File: config.mk
export PLATFORM = sky130hd
export DESIGN_NAME = spi_fl_arbiter_flat
export DESIGN_NICKNAME = d
export VERILOG_FILES = /design/src/rtl/spi_fl_pkg.sv /design/src/rtl/spi_fl_arbiter_if.sv /design/src/rtl/spi_fl_rr2.sv /design/src/rtl/spi_fl_arbiter.sv /design/src/flat_wrapper.sv
export SDC_FILE = /design/constraint.sdc
export NUM_CORES = 1
export LEC_CHECK = 0
export ABC_AREA = 0
export CORE_ASPECT_RATIO = 0.5
export CORE_UTILIZATION = 35
export DETAILED_ROUTE_END_ITERATION = 6
export PLACE_DENSITY_LB_ADDON = 0.15
export SLEW_MARGIN = 5
export SYNTH_ARGS = -nofsm -noshare
export SYNTH_HDL_FRONTEND = slang
export SYNTH_SLANG_ARGS = --single-unit
File: constraint.sdc
create_clock -name clk -period 7.5 [get_ports clk]
set_input_delay 1.875 -clock clk [delete_from_list [all_inputs] [get_ports clk]]
set_output_delay 1.875 -clock clk [all_outputs]
set_load 0.01 [all_outputs]
File: src/rtl/spi_fl_pkg.sv
// spi_fl_pkg: shared widths, commtype encodings, arbiter state encodings and request record
package spi_fl_pkg;
  localparam int DATA_W = 32;
  localparam int ADDR_W = 32;
  localparam int COM_W  = 8;
  localparam int CTYP_W = 3;
  localparam int NMISO_W = 7;
  localparam int DUMMY_W = 4;
  typedef enum logic [CTYP_W-1:0] {
    CMD_ONLY      = 3'd0,
    CMD_ANS       = 3'd1,
    CMD_ADDR_ANS  = 3'd2,
    CMD_DATA      = 3'd3,
    CMD_ADDR_DATA = 3'd4,
    CMD_ADDR      = 3'd5
  } commtype_t;
  typedef enum logic [1:0] {
    S_IDLE  = 2'd0,
    S_ISSUE = 2'd1,
    S_BUSY  = 2'd2
  } state_t;
  typedef struct packed {
    logic [DATA_W-1:0]  data;
    logic [ADDR_W-1:0]  addr;
    logic [COM_W-1:0]   cmd;
    logic [CTYP_W-1:0]  ctyp;
    logic [NMISO_W-1:0] nmiso;
    logic [DUMMY_W-1:0] dummy;
  } req_t;
endpackage

File: src/rtl/spi_fl_arbiter_if.sv
// spi_fl_arbiter_if: bundle of both requester ports, both response ports and the flash master link
// slave modport: arbiter view (requests/master status in, accepts/responses/master fields out)
// master modport: requester + flash master view (the mirror image)
interface spi_fl_arbiter_if;
  import spi_fl_pkg::*;
  logic               req0_valid, req0_ready;
  logic [COM_W-1:0]   req0_command;
  logic [ADDR_W-1:0]  req0_address;
  logic [DATA_W-1:0]  req0_data;
  logic [CTYP_W-1:0]  req0_commtype;
  logic [NMISO_W-1:0] req0_nmiso;
  logic [DUMMY_W-1:0] req0_dummy;
  logic               resp0_valid, resp0_err;
  logic [DATA_W-1:0]  resp0_data;
  logic               req1_valid, req1_ready;
  logic [COM_W-1:0]   req1_command;
  logic [ADDR_W-1:0]  req1_address;
  logic [DATA_W-1:0]  req1_data;
  logic [CTYP_W-1:0]  req1_commtype;
  logic [NMISO_W-1:0] req1_nmiso;
  logic [DUMMY_W-1:0] req1_dummy;
  logic               resp1_valid, resp1_err;
  logic [DATA_W-1:0]  resp1_data;
  logic [DATA_W-1:0]  m_data_in;
  logic [ADDR_W-1:0]  m_address;
  logic [COM_W-1:0]   m_command;
  logic [CTYP_W-1:0]  m_commtype;
  logic [NMISO_W-1:0] m_nmiso_bits;
  logic [DUMMY_W-1:0] m_dummy_cycles;
  logic               m_validflag;
  logic               m_tready;
  logic [DATA_W-1:0]  m_data_out;
  modport slave (
    input  req0_valid, req0_command, req0_address, req0_data, req0_commtype, req0_nmiso, req0_dummy,
    input  req1_valid, req1_command, req1_address, req1_data, req1_commtype, req1_nmiso, req1_dummy,
    output req0_ready, resp0_valid, resp0_err, resp0_data,
    output req1_ready, resp1_valid, resp1_err, resp1_data,
    output m_data_in, m_address, m_command, m_commtype, m_nmiso_bits, m_dummy_cycles, m_validflag,
    input  m_tready, m_data_out
  );
  modport master (
    output req0_valid, req0_command, req0_address, req0_data, req0_commtype, req0_nmiso, req0_dummy,
    output req1_valid, req1_command, req1_address, req1_data, req1_commtype, req1_nmiso, req1_dummy,
    input  req0_ready, resp0_valid, resp0_err, resp0_data,
    input  req1_ready, resp1_valid, resp1_err, resp1_data,
    input  m_data_in, m_address, m_command, m_commtype, m_nmiso_bits, m_dummy_cycles, m_validflag,
    output m_tready, m_data_out
  );
endinterface

File: src/rtl/spi_fl_rr2.sv
// spi_fl_rr2: two-input round-robin picker
// i_req: request vector, i_last: port served last, o_any: some request, o_gnt: chosen port
module spi_fl_rr2 (
  input  logic [1:0] i_req,
  input  logic       i_last,
  output logic       o_any,
  output logic       o_gnt
);
  assign o_any = |i_req;
  assign o_gnt = &i_req ? ~i_last : i_req[1];
endmodule

File: src/rtl/spi_fl_arbiter.sv
// spi_fl_arbiter: round-robin two-port sequencer in front of the flash SPI master
// clk/rst: clock and async active-high reset; bus: requester ports, responses and master link
module spi_fl_arbiter #(
  parameter int ACCEPT_TIMEOUT = 16
) (
  input  logic             clk,
  input  logic             rst,
  spi_fl_arbiter_if.slave  bus
);
  import spi_fl_pkg::*;
  localparam logic [7:0] TO_LAST = 8'(ACCEPT_TIMEOUT - 1);
  state_t            r_state, w_state;
  logic              r_last, w_last, r_port, w_port, r_vf, w_vf;
  logic [7:0]        r_cnt, w_cnt;
  req_t              r_f, w_f, w_q0, w_q1;
  logic [1:0]        r_rdy, w_rdy, r_rv, w_rv, r_rerr, w_rerr;
  logic [DATA_W-1:0] r_rd0, w_rd0, r_rd1, w_rd1;
  logic              w_any, w_gnt, w_grant, w_accept, w_tout, w_done, w_fin;
  assign w_q0 = {bus.req0_data, bus.req0_address, bus.req0_command, bus.req0_commtype, bus.req0_nmiso, bus.req0_dummy};
  assign w_q1 = {bus.req1_data, bus.req1_address, bus.req1_command, bus.req1_commtype, bus.req1_nmiso, bus.req1_dummy};
  spi_fl_rr2 u_rr (
    .i_req  ({bus.req1_valid, bus.req0_valid}),
    .i_last (r_last),
    .o_any  (w_any),
    .o_gnt  (w_gnt)
  );
  always_ff @(posedge clk or posedge rst)
    if (rst) begin
      r_state <= S_IDLE;
      r_last  <= 1'b1;
      r_port  <= 1'b0;
      r_vf    <= 1'b0;
      r_cnt   <= '0;
      r_f     <= '0;
      r_rdy   <= '0;
      r_rv    <= '0;
      r_rerr  <= '0;
      r_rd0   <= '0;
      r_rd1   <= '0;
    end else begin
      r_state <= w_state;
      r_last  <= w_last;
      r_port  <= w_port;
      r_vf    <= w_vf;
      r_cnt   <= w_cnt;
      r_f     <= w_f;
      r_rdy   <= w_rdy;
      r_rv    <= w_rv;
      r_rerr  <= w_rerr;
      r_rd0   <= w_rd0;
      r_rd1   <= w_rd1;
    end
  // an acknowledge seen on the last counted cycle still wins over the timeout
  always_comb
    w_state = r_state == S_IDLE  ? (w_any && bus.m_tready ? S_ISSUE : S_IDLE) :
              r_state == S_ISSUE ? (!bus.m_tready ? S_BUSY : r_cnt == TO_LAST ? S_IDLE : S_ISSUE) :
                                   (bus.m_tready ? S_IDLE : S_BUSY);
  always_comb begin
    w_grant  = r_state == S_IDLE && w_any && bus.m_tready;
    w_accept = r_state == S_ISSUE && !bus.m_tready;
    w_tout   = r_state == S_ISSUE && bus.m_tready && r_cnt == TO_LAST;
    w_done   = r_state == S_BUSY && bus.m_tready;
    w_fin    = w_tout || w_done;
    w_port   = w_grant ? w_gnt : r_port;
    w_f      = w_grant ? (w_gnt ? w_q1 : w_q0) : r_f;
    w_vf     = w_grant ? 1'b1 : (w_accept || w_tout) ? 1'b0 : r_vf;
    w_cnt    = w_grant ? 8'd0 : r_state == S_ISSUE ? r_cnt + 8'd1 : r_cnt;
    w_rdy    = w_grant ? (w_gnt ? 2'b10 : 2'b01) : 2'b00;
    w_rv     = w_fin ? (r_port ? 2'b10 : 2'b01) : 2'b00;
    w_rerr   = w_tout ? w_rv : 2'b00;
    w_rd0    = w_fin && !r_port ? (w_tout ? '0 : bus.m_data_out) : r_rd0;
    w_rd1    = w_fin && r_port ? (w_tout ? '0 : bus.m_data_out) : r_rd1;
    w_last   = w_fin ? r_port : r_last;
  end
  assign bus.req0_ready     = r_rdy[0];
  assign bus.req1_ready     = r_rdy[1];
  assign bus.resp0_valid    = r_rv[0];
  assign bus.resp1_valid    = r_rv[1];
  assign bus.resp0_err      = r_rerr[0];
  assign bus.resp1_err      = r_rerr[1];
  assign bus.resp0_data     = r_rd0;
  assign bus.resp1_data     = r_rd1;
  assign bus.m_data_in      = r_f.data;
  assign bus.m_address      = r_f.addr;
  assign bus.m_command      = r_f.cmd;
  assign bus.m_commtype     = r_f.ctyp;
  assign bus.m_nmiso_bits   = r_f.nmiso;
  assign bus.m_dummy_cycles = r_f.dummy;
  assign bus.m_validflag    = r_vf;
endmodule

File: src/flat_wrapper.sv
// flat-port wrapper written by rule: the top's interface ports become plain ports
module spi_fl_arbiter_flat import spi_fl_pkg::*;
#(
  parameter int ACCEPT_TIMEOUT = 16
)
  (clk, rst, bus_req0_valid, bus_req0_command, bus_req0_address, bus_req0_data, bus_req0_commtype, bus_req0_nmiso, bus_req0_dummy, bus_req1_valid, bus_req1_command, bus_req1_address, bus_req1_data, bus_req1_commtype, bus_req1_nmiso, bus_req1_dummy, bus_req0_ready, bus_resp0_valid, bus_resp0_err, bus_resp0_data, bus_req1_ready, bus_resp1_valid, bus_resp1_err, bus_resp1_data, bus_m_data_in, bus_m_address, bus_m_command, bus_m_commtype, bus_m_nmiso_bits, bus_m_dummy_cycles, bus_m_validflag, bus_m_tready, bus_m_data_out);
  spi_fl_arbiter_if bus_i ();
  input  logic clk;
  input  logic rst;
  input wire logic [$bits(bus_i.req0_valid)-1:0] bus_req0_valid;
  input wire logic [$bits(bus_i.req0_command)-1:0] bus_req0_command;
  input wire logic [$bits(bus_i.req0_address)-1:0] bus_req0_address;
  input wire logic [$bits(bus_i.req0_data)-1:0] bus_req0_data;
  input wire logic [$bits(bus_i.req0_commtype)-1:0] bus_req0_commtype;
  input wire logic [$bits(bus_i.req0_nmiso)-1:0] bus_req0_nmiso;
  input wire logic [$bits(bus_i.req0_dummy)-1:0] bus_req0_dummy;
  input wire logic [$bits(bus_i.req1_valid)-1:0] bus_req1_valid;
  input wire logic [$bits(bus_i.req1_command)-1:0] bus_req1_command;
  input wire logic [$bits(bus_i.req1_address)-1:0] bus_req1_address;
  input wire logic [$bits(bus_i.req1_data)-1:0] bus_req1_data;
  input wire logic [$bits(bus_i.req1_commtype)-1:0] bus_req1_commtype;
  input wire logic [$bits(bus_i.req1_nmiso)-1:0] bus_req1_nmiso;
  input wire logic [$bits(bus_i.req1_dummy)-1:0] bus_req1_dummy;
  output wire logic [$bits(bus_i.req0_ready)-1:0] bus_req0_ready;
  output wire logic [$bits(bus_i.resp0_valid)-1:0] bus_resp0_valid;
  output wire logic [$bits(bus_i.resp0_err)-1:0] bus_resp0_err;
  output wire logic [$bits(bus_i.resp0_data)-1:0] bus_resp0_data;
  output wire logic [$bits(bus_i.req1_ready)-1:0] bus_req1_ready;
  output wire logic [$bits(bus_i.resp1_valid)-1:0] bus_resp1_valid;
  output wire logic [$bits(bus_i.resp1_err)-1:0] bus_resp1_err;
  output wire logic [$bits(bus_i.resp1_data)-1:0] bus_resp1_data;
  output wire logic [$bits(bus_i.m_data_in)-1:0] bus_m_data_in;
  output wire logic [$bits(bus_i.m_address)-1:0] bus_m_address;
  output wire logic [$bits(bus_i.m_command)-1:0] bus_m_command;
  output wire logic [$bits(bus_i.m_commtype)-1:0] bus_m_commtype;
  output wire logic [$bits(bus_i.m_nmiso_bits)-1:0] bus_m_nmiso_bits;
  output wire logic [$bits(bus_i.m_dummy_cycles)-1:0] bus_m_dummy_cycles;
  output wire logic [$bits(bus_i.m_validflag)-1:0] bus_m_validflag;
  input wire logic [$bits(bus_i.m_tready)-1:0] bus_m_tready;
  input wire logic [$bits(bus_i.m_data_out)-1:0] bus_m_data_out;
  assign bus_i.req0_valid = bus_req0_valid;
  assign bus_i.req0_command = bus_req0_command;
  assign bus_i.req0_address = bus_req0_address;
  assign bus_i.req0_data = bus_req0_data;
  assign bus_i.req0_commtype = bus_req0_commtype;
  assign bus_i.req0_nmiso = bus_req0_nmiso;
  assign bus_i.req0_dummy = bus_req0_dummy;
  assign bus_i.req1_valid = bus_req1_valid;
  assign bus_i.req1_command = bus_req1_command;
  assign bus_i.req1_address = bus_req1_address;
  assign bus_i.req1_data = bus_req1_data;
  assign bus_i.req1_commtype = bus_req1_commtype;
  assign bus_i.req1_nmiso = bus_req1_nmiso;
  assign bus_i.req1_dummy = bus_req1_dummy;
  assign bus_req0_ready = bus_i.req0_ready;
  assign bus_resp0_valid = bus_i.resp0_valid;
  assign bus_resp0_err = bus_i.resp0_err;
  assign bus_resp0_data = bus_i.resp0_data;
  assign bus_req1_ready = bus_i.req1_ready;
  assign bus_resp1_valid = bus_i.resp1_valid;
  assign bus_resp1_err = bus_i.resp1_err;
  assign bus_resp1_data = bus_i.resp1_data;
  assign bus_m_data_in = bus_i.m_data_in;
  assign bus_m_address = bus_i.m_address;
  assign bus_m_command = bus_i.m_command;
  assign bus_m_commtype = bus_i.m_commtype;
  assign bus_m_nmiso_bits = bus_i.m_nmiso_bits;
  assign bus_m_dummy_cycles = bus_i.m_dummy_cycles;
  assign bus_m_validflag = bus_i.m_validflag;
  assign bus_i.m_tready = bus_m_tready;
  assign bus_i.m_data_out = bus_m_data_out;
  spi_fl_arbiter #(.ACCEPT_TIMEOUT(ACCEPT_TIMEOUT)) u_core (.clk(clk), .rst(rst), .bus(bus_i));
endmodule
=== Word level (Yosys, flattened, before mapping) ===
Index checks and enable logic that the tools add are counted.

* Register bits: 169
* Input bits: 209
* Output and inout port bits: 157
* Word-level logic and storage cells: 57

* $add $sub $neg: 1
* Equality and inequality tests: 3
* Mux-type cells: 18
* Bitwise gates (word level): 1
* Reductions and logical operators: 18

{| class="wikitable"
|+ Operators with widths
! kind !! count
|-
| two-way mux 86 bit || 1
|-
| two-way mux 32 bit || 1
|-
| two-way mux 2 bit || 9
|-
| two-way mux 8 bit || 2
|-
| logical AND 1 bit || 9
|-
| adder 8 x 1 -> 8 bit (second input constant) || 1
|-
| == test 8 x 4 -> 1 bit (second input constant) || 1
|-
| two-way mux 1 bit || 5
|-
| nonzero test 2 bit || 2
|-
| == test 2 x 1 -> 1 bit (second input constant) || 1
|-
| == test 2 bit (second input constant) || 1
|-
| logical NOT 1 bit || 2
|-
| logical NOT 2 bit || 1
|-
| logical OR 1 bit || 2
|-
| AND reduction 2 bit || 1
|-
| OR reduction 2 bit || 1
|-
| inverter 1 bit || 1
|}

=== Depth between registers and ports, before layout ===
* Depth after elaboration: 6
* Gate-level depth with buffers: 6
* Gate-level depth less buffers: 4

=== By module ===
From an unflattened synthesis, not the netlist that was laid out.

* Cells, all modules: 702
* Area total of the unflattened synthesis: 7304.5 sq um

{| class="wikitable"
|+ Modules (own cells, without submodules)
! module !! times used !! cells each !! area an instance (sq um) !! seq. area each (sq um)
|-
| spi_fl_arbiter || 1 || 700 || 7290.7 || 4230.3
|-
| spi_fl_rr2 || 1 || 2 || 13.8 || 0.0
|}

=== Worst setup path before layout ===
No wires, ideal clock.

* Path kind: input port to flip-flop
* From: input port bus_m_tready
* To: register u_core.r_f, in the netlist u_core.bus.m_address[26]
* Setup time: 0.125 ns
* Arrival time: 3.231 ns
* Data required time: 7.375 ns
* Setup slack: 4.144 ns
* Stages: 6
* Path buffers: 3
* Cell sequence: buf_2 or3b_1 nor2_2 buf_4 buf_6 mux2_2

* Cells in the longest elaborated chain, start to end: 1

{| class="wikitable"
|+ RTL lines
! item !! RTL line !! RTL
|-
| from (decl) || flat_wrapper.sv:39 || <nowiki>input wire logic [$bits(bus_i.m_tready)-1:0] bus_m_tready;</nowiki>
|-
| logical AND 1 bit || spi_fl_arbiter.sv:59 || <nowiki>w_grant = r_state == S_IDLE && w_any && bus.m_tready;</nowiki>
|-
| to (signal assigned) || spi_fl_arbiter.sv:46 || <nowiki>r_f <= w_f;</nowiki>
|-
| to (decl) || spi_fl_arbiter.sv:15 || <nowiki>req_t r_f, w_f, w_q0, w_q1;</nowiki>
|}

Every way passes these cells.
A chain may end at the register's enable or synchronous reset.

=== Worst setup path after layout ===
* From: input port bus_m_tready
* To: register u_core.r_f, in the netlist u_core.bus.m_address[5]

The elaborated chain is that of the path after synthesis.

==> impl_metrics.tcl <==
set metrics [dict create \
    swShare_pct 30.0 \
    pwr-share-seq_pct 36.1 \
    worst_pin_slew_ps 1200 \
    num-nets-final 1140 \
    grt_pass1_vias 6185 \
    track_usage_pct 19.9 \
    routedWlPerCell_um 18.3 \
    drive_gt1_share_pct 23.8 \
    drtAntennaViolNets 0 \
    dieHeight_um 107 \
    p_int_uw 2900 \
    synth_top_area_cell "dfrtp_1" \
    io_buffers 365 \
    pwr-share-comb_pct 40.1 \
    synth_area_um2 7660 \
    timing.rr.start "u_core.r_state[1]" \
    antenna_found_initial 0 \
    cpPeakStageDelay_ps 940 \
    yosysTopAreaCellShare_pct 54.8 \
    peakVddDrop_uv 160 \
    routed_wl_mm 22.6 \
    synth-async-reset-ratio_pct 100 \
    setup_viol 0 \
    cts_resized 0 \
    path_clk_slew_ps 60 \
    finalHoldViolCount 0 \
    clkPwrFrac_pct 23.7 \
    fin_setup_tns_ps 0 \
    htree_num_levels 4 \
    fin_cells 1235 \
    worst_slack_ps 3090 \
    die_w_um 211 \
    via_per_inst 4.76 \
    dp_cells 1203 \
    rsz0062_at_grt "no" \
    fillerInstances 1823 \
    vias 5878 \
    power_density_nw_per_um2 340 \
    cts_buffers 17 \
    syn_area_per_cell_um2 13.2 \
    critical_path_required_ps 7810 \
    worst_hold_slack_ps 506 \
    post-cts-setup-buffers 0 \
    path_cells "clkdlybuf4s50_1 > or3b_1 > nor2_4 > buf_12 > mux2_2" \
    drv_slew 0 \
    first_pass_iters 4 \
    crit_path_start_kind "input port" \
    fmax_ghz 0.227 \
    crit_type "in -> reg" \
    hold_class "reg -> reg" \
    overflow 0 \
    yosysUniqueCellTypes 37 \
    yosys-top-cells-area "dfrtp_1 (55%), mux2_2 (25%), o2bb2ai_1 (7.2%)" \
    dp_hpwl_mm 16.1 \
    core-area_um2 21000 \
    ys_ff_latch 169 \
    dp_slack_ps 2640 \
    yosysWarnings 0 \
    ys.flop_type "dfrtp_1" \
    start_util_pct 36.5 \
    grt_max_degree 116 \
    max-slew-margin-rel_pct 19.6 \
    rows 37 \
    dieArea_um2 22500 \
    period_share_pct 58.8 \
    min-delay-start "u_core.bus.m_command[2]" \
    switchingPower_uw 1240 \
    finClkSkew_ps 10.3 \
    fin_util_pct 58.0 \
    worst_setup_path_end_kind "register" \
    synth_edf_count 0 \
    insertion_delay_ps 430 \
    syn_inst 580 \
    p_leak_uw 0.00486 \
    clock-sinks 169 \
    cp_max_fo 51 \
    num_io_pins 366 \
    critPathLaunch "bus_m_tready" \
    cts_tree "built" \
    hold_buffers 0 \
    status "completed" \
    ctsRootBufferMaster "clkbuf_16" \
    drv_cap 0 \
    gp_congestion 0.769 \
    areaGrowthSynthToFinish_pct 59.1 \
    worst_path_max_delay_cell "nor2_4" \
    antenna_cells 0 \
    cp.arrival_ps 4720 \
    fin_crit_ps 4410 \
    synth_nets 790 \
    drtIter0Drc 223 \
    cts_buffer_depth 2 \
    grt_pass1_wl_mm 34.3 \
    route.detailed.drc 0 \
    ys_seq_area_share_pct 55.2 \
]
[layout make-up]
class | count | area [µm²] | share of cell area [%]
Clock inverter | 14 | 219 | 1.80
Timing Repair Buffer | 374 | 3730 | 30.6
Multi-Input combinational cell | 365 | 3190 | 26.2
Tap cell | 292 | 365 | 3.00
Inverter | 3 | 16.3 | 0.133
Clock buffer | 18 | 439 | 3.60
Sequential cell | 169 | 4230 | 34.7
[final timing paths]
kind	to	slack (ps)	depth (start not counted)
max	u_core.bus.m_address[5]	3090	5
min	u_core.bus.m_command[2]	510	1
max reg2reg	u_core.bus.m_address[5]	4700	4
min reg2reg	u_core.bus.m_command[2]	510	1
max in group asynchronous	u_core.bus.resp1_data[2]	4110	3
min in group asynchronous	u_core.bus.m_nmiso_bits[4]	2080	2
[flip-flops by register name (all words and copies together), names as in the netlist]
register                   cells
u_core.r_rdy                   2
u_core.bus.m_validflag         1
u_core.r_cnt                   8
u_core.bus.m_command           8
u_core.bus.resp0_data         32
u_core.r_rv                    2
u_core.bus.resp1_data         32
u_core.bus.m_address          32
u_core.bus.m_commtype          3
u_core.bus.m_dummy_cycles      4
u_core.bus.m_nmiso_bits        7
u_core.r_state                 2
u_core.r_last                  1
u_core.r_port                  1
u_core.bus.m_data_in          32
u_core.r_rerr                  2
[cells by family after synthesis]
| logic type | count (synthesis) | share of synthesized area [%] |
|---|---|---|
| buffers and inverters | 46 | 3.44 |
| DFF | 169 | 55.2 |
| and+or+nand+nor | 103 | 6.43 |
| xor gates and xnor gates | 1 | 0.114 |
| AOI/OAI and AO/OA | 86 | 9.11 |
| adders and majority gates | 1 | 0.163 |
| muxes | 174 | 25.5 |
[worst max-delay path, delay by kind of cell]
kind | cells | cell delay, ps
muxes | 1 | 380
buffers and inverters | 2 | 980
and+or+nand+nor | 2 | 1430
[synth_stat cells (3+ instances only)]
master and count:
mux2_2 173, or4_1 3, nand2_1 71, buf_6 10, nor2_1 8, inv_1 3
o211ai_1 3, a21oi_1 4, clkbuf_1 21, dfrtp_1 168, o21ai_0 10, buf_2 10
o2bb2ai_1 63, nand2b_1 3, or3_1 3
[cell usage in the layout (no fill, tap or decap), types with 2 or more instances in the layout]
| master | instances |
|---|---|
| nand2_1 | 71 |
| nor4_1 | 2 |
| nand4bb_1 | 2 |
| clkbuf_16 | 17 |
| dfrtp_1 | 168 |
| nand2b_1 | 3 |
| nor2_1 | 6 |
| o21ai_0 | 10 |
| nor4_4 | 2 |
| o211ai_1 | 3 |
| a21oi_1 | 4 |
| o2bb2ai_1 | 63 |
| clkdlybuf4s50_1 | 365 |
| nand3_1 | 2 |
| inv_1 | 2 |
| or4_1 | 3 |
| bufinv_16 | 5 |
| nor2_2 | 2 |
| buf_4 | 8 |
| inv_6 | 4 |
| clkinvlp_4 | 5 |
| or3_1 | 3 |
| mux2_2 | 173 |
| o31ai_1 | 2 |
[power groups by stage]
| stage | combinational [µW] | sequential, µW | clock (µW) |
|---|---|---|---|
| after global placement | 1660 | 1500 | 0 |
| after detailed placement | 1690 | 1510 | 0 |
| after global routing | 1780 | 1550 | 1050 |
| final | 1660 | 1500 | 984 |
| after floorplan | 501 | 1670 | 0 |
| after CTS | 1690 | 1500 | 1010 |
[per-layer routing]
| layer | global-route usage (%) | vias up | share of wire, % |
|---|---|---|---|
| li1 | - | 2794 | - |
| met3 | 6.21 | 23 | 6.2 |
| met1 | 23.7 | 2902 | 42 |
| met2 | 34.9 | 159 | 50 |
| met5 | 0 | - | 0 |
| met4 | 5.49 | 0 | 1.3 |
[per-stage QoR]
stage / total power, µW / area, µm²
floorplan: 2170 / 7660
global placement: 3160 / 11500
detailed placement: 3200 / 11500
CTS: 4200 / 12200
global route: 4380 / 12200
finish: 4150 / 12200
Power figures use the tool's default switching activity.
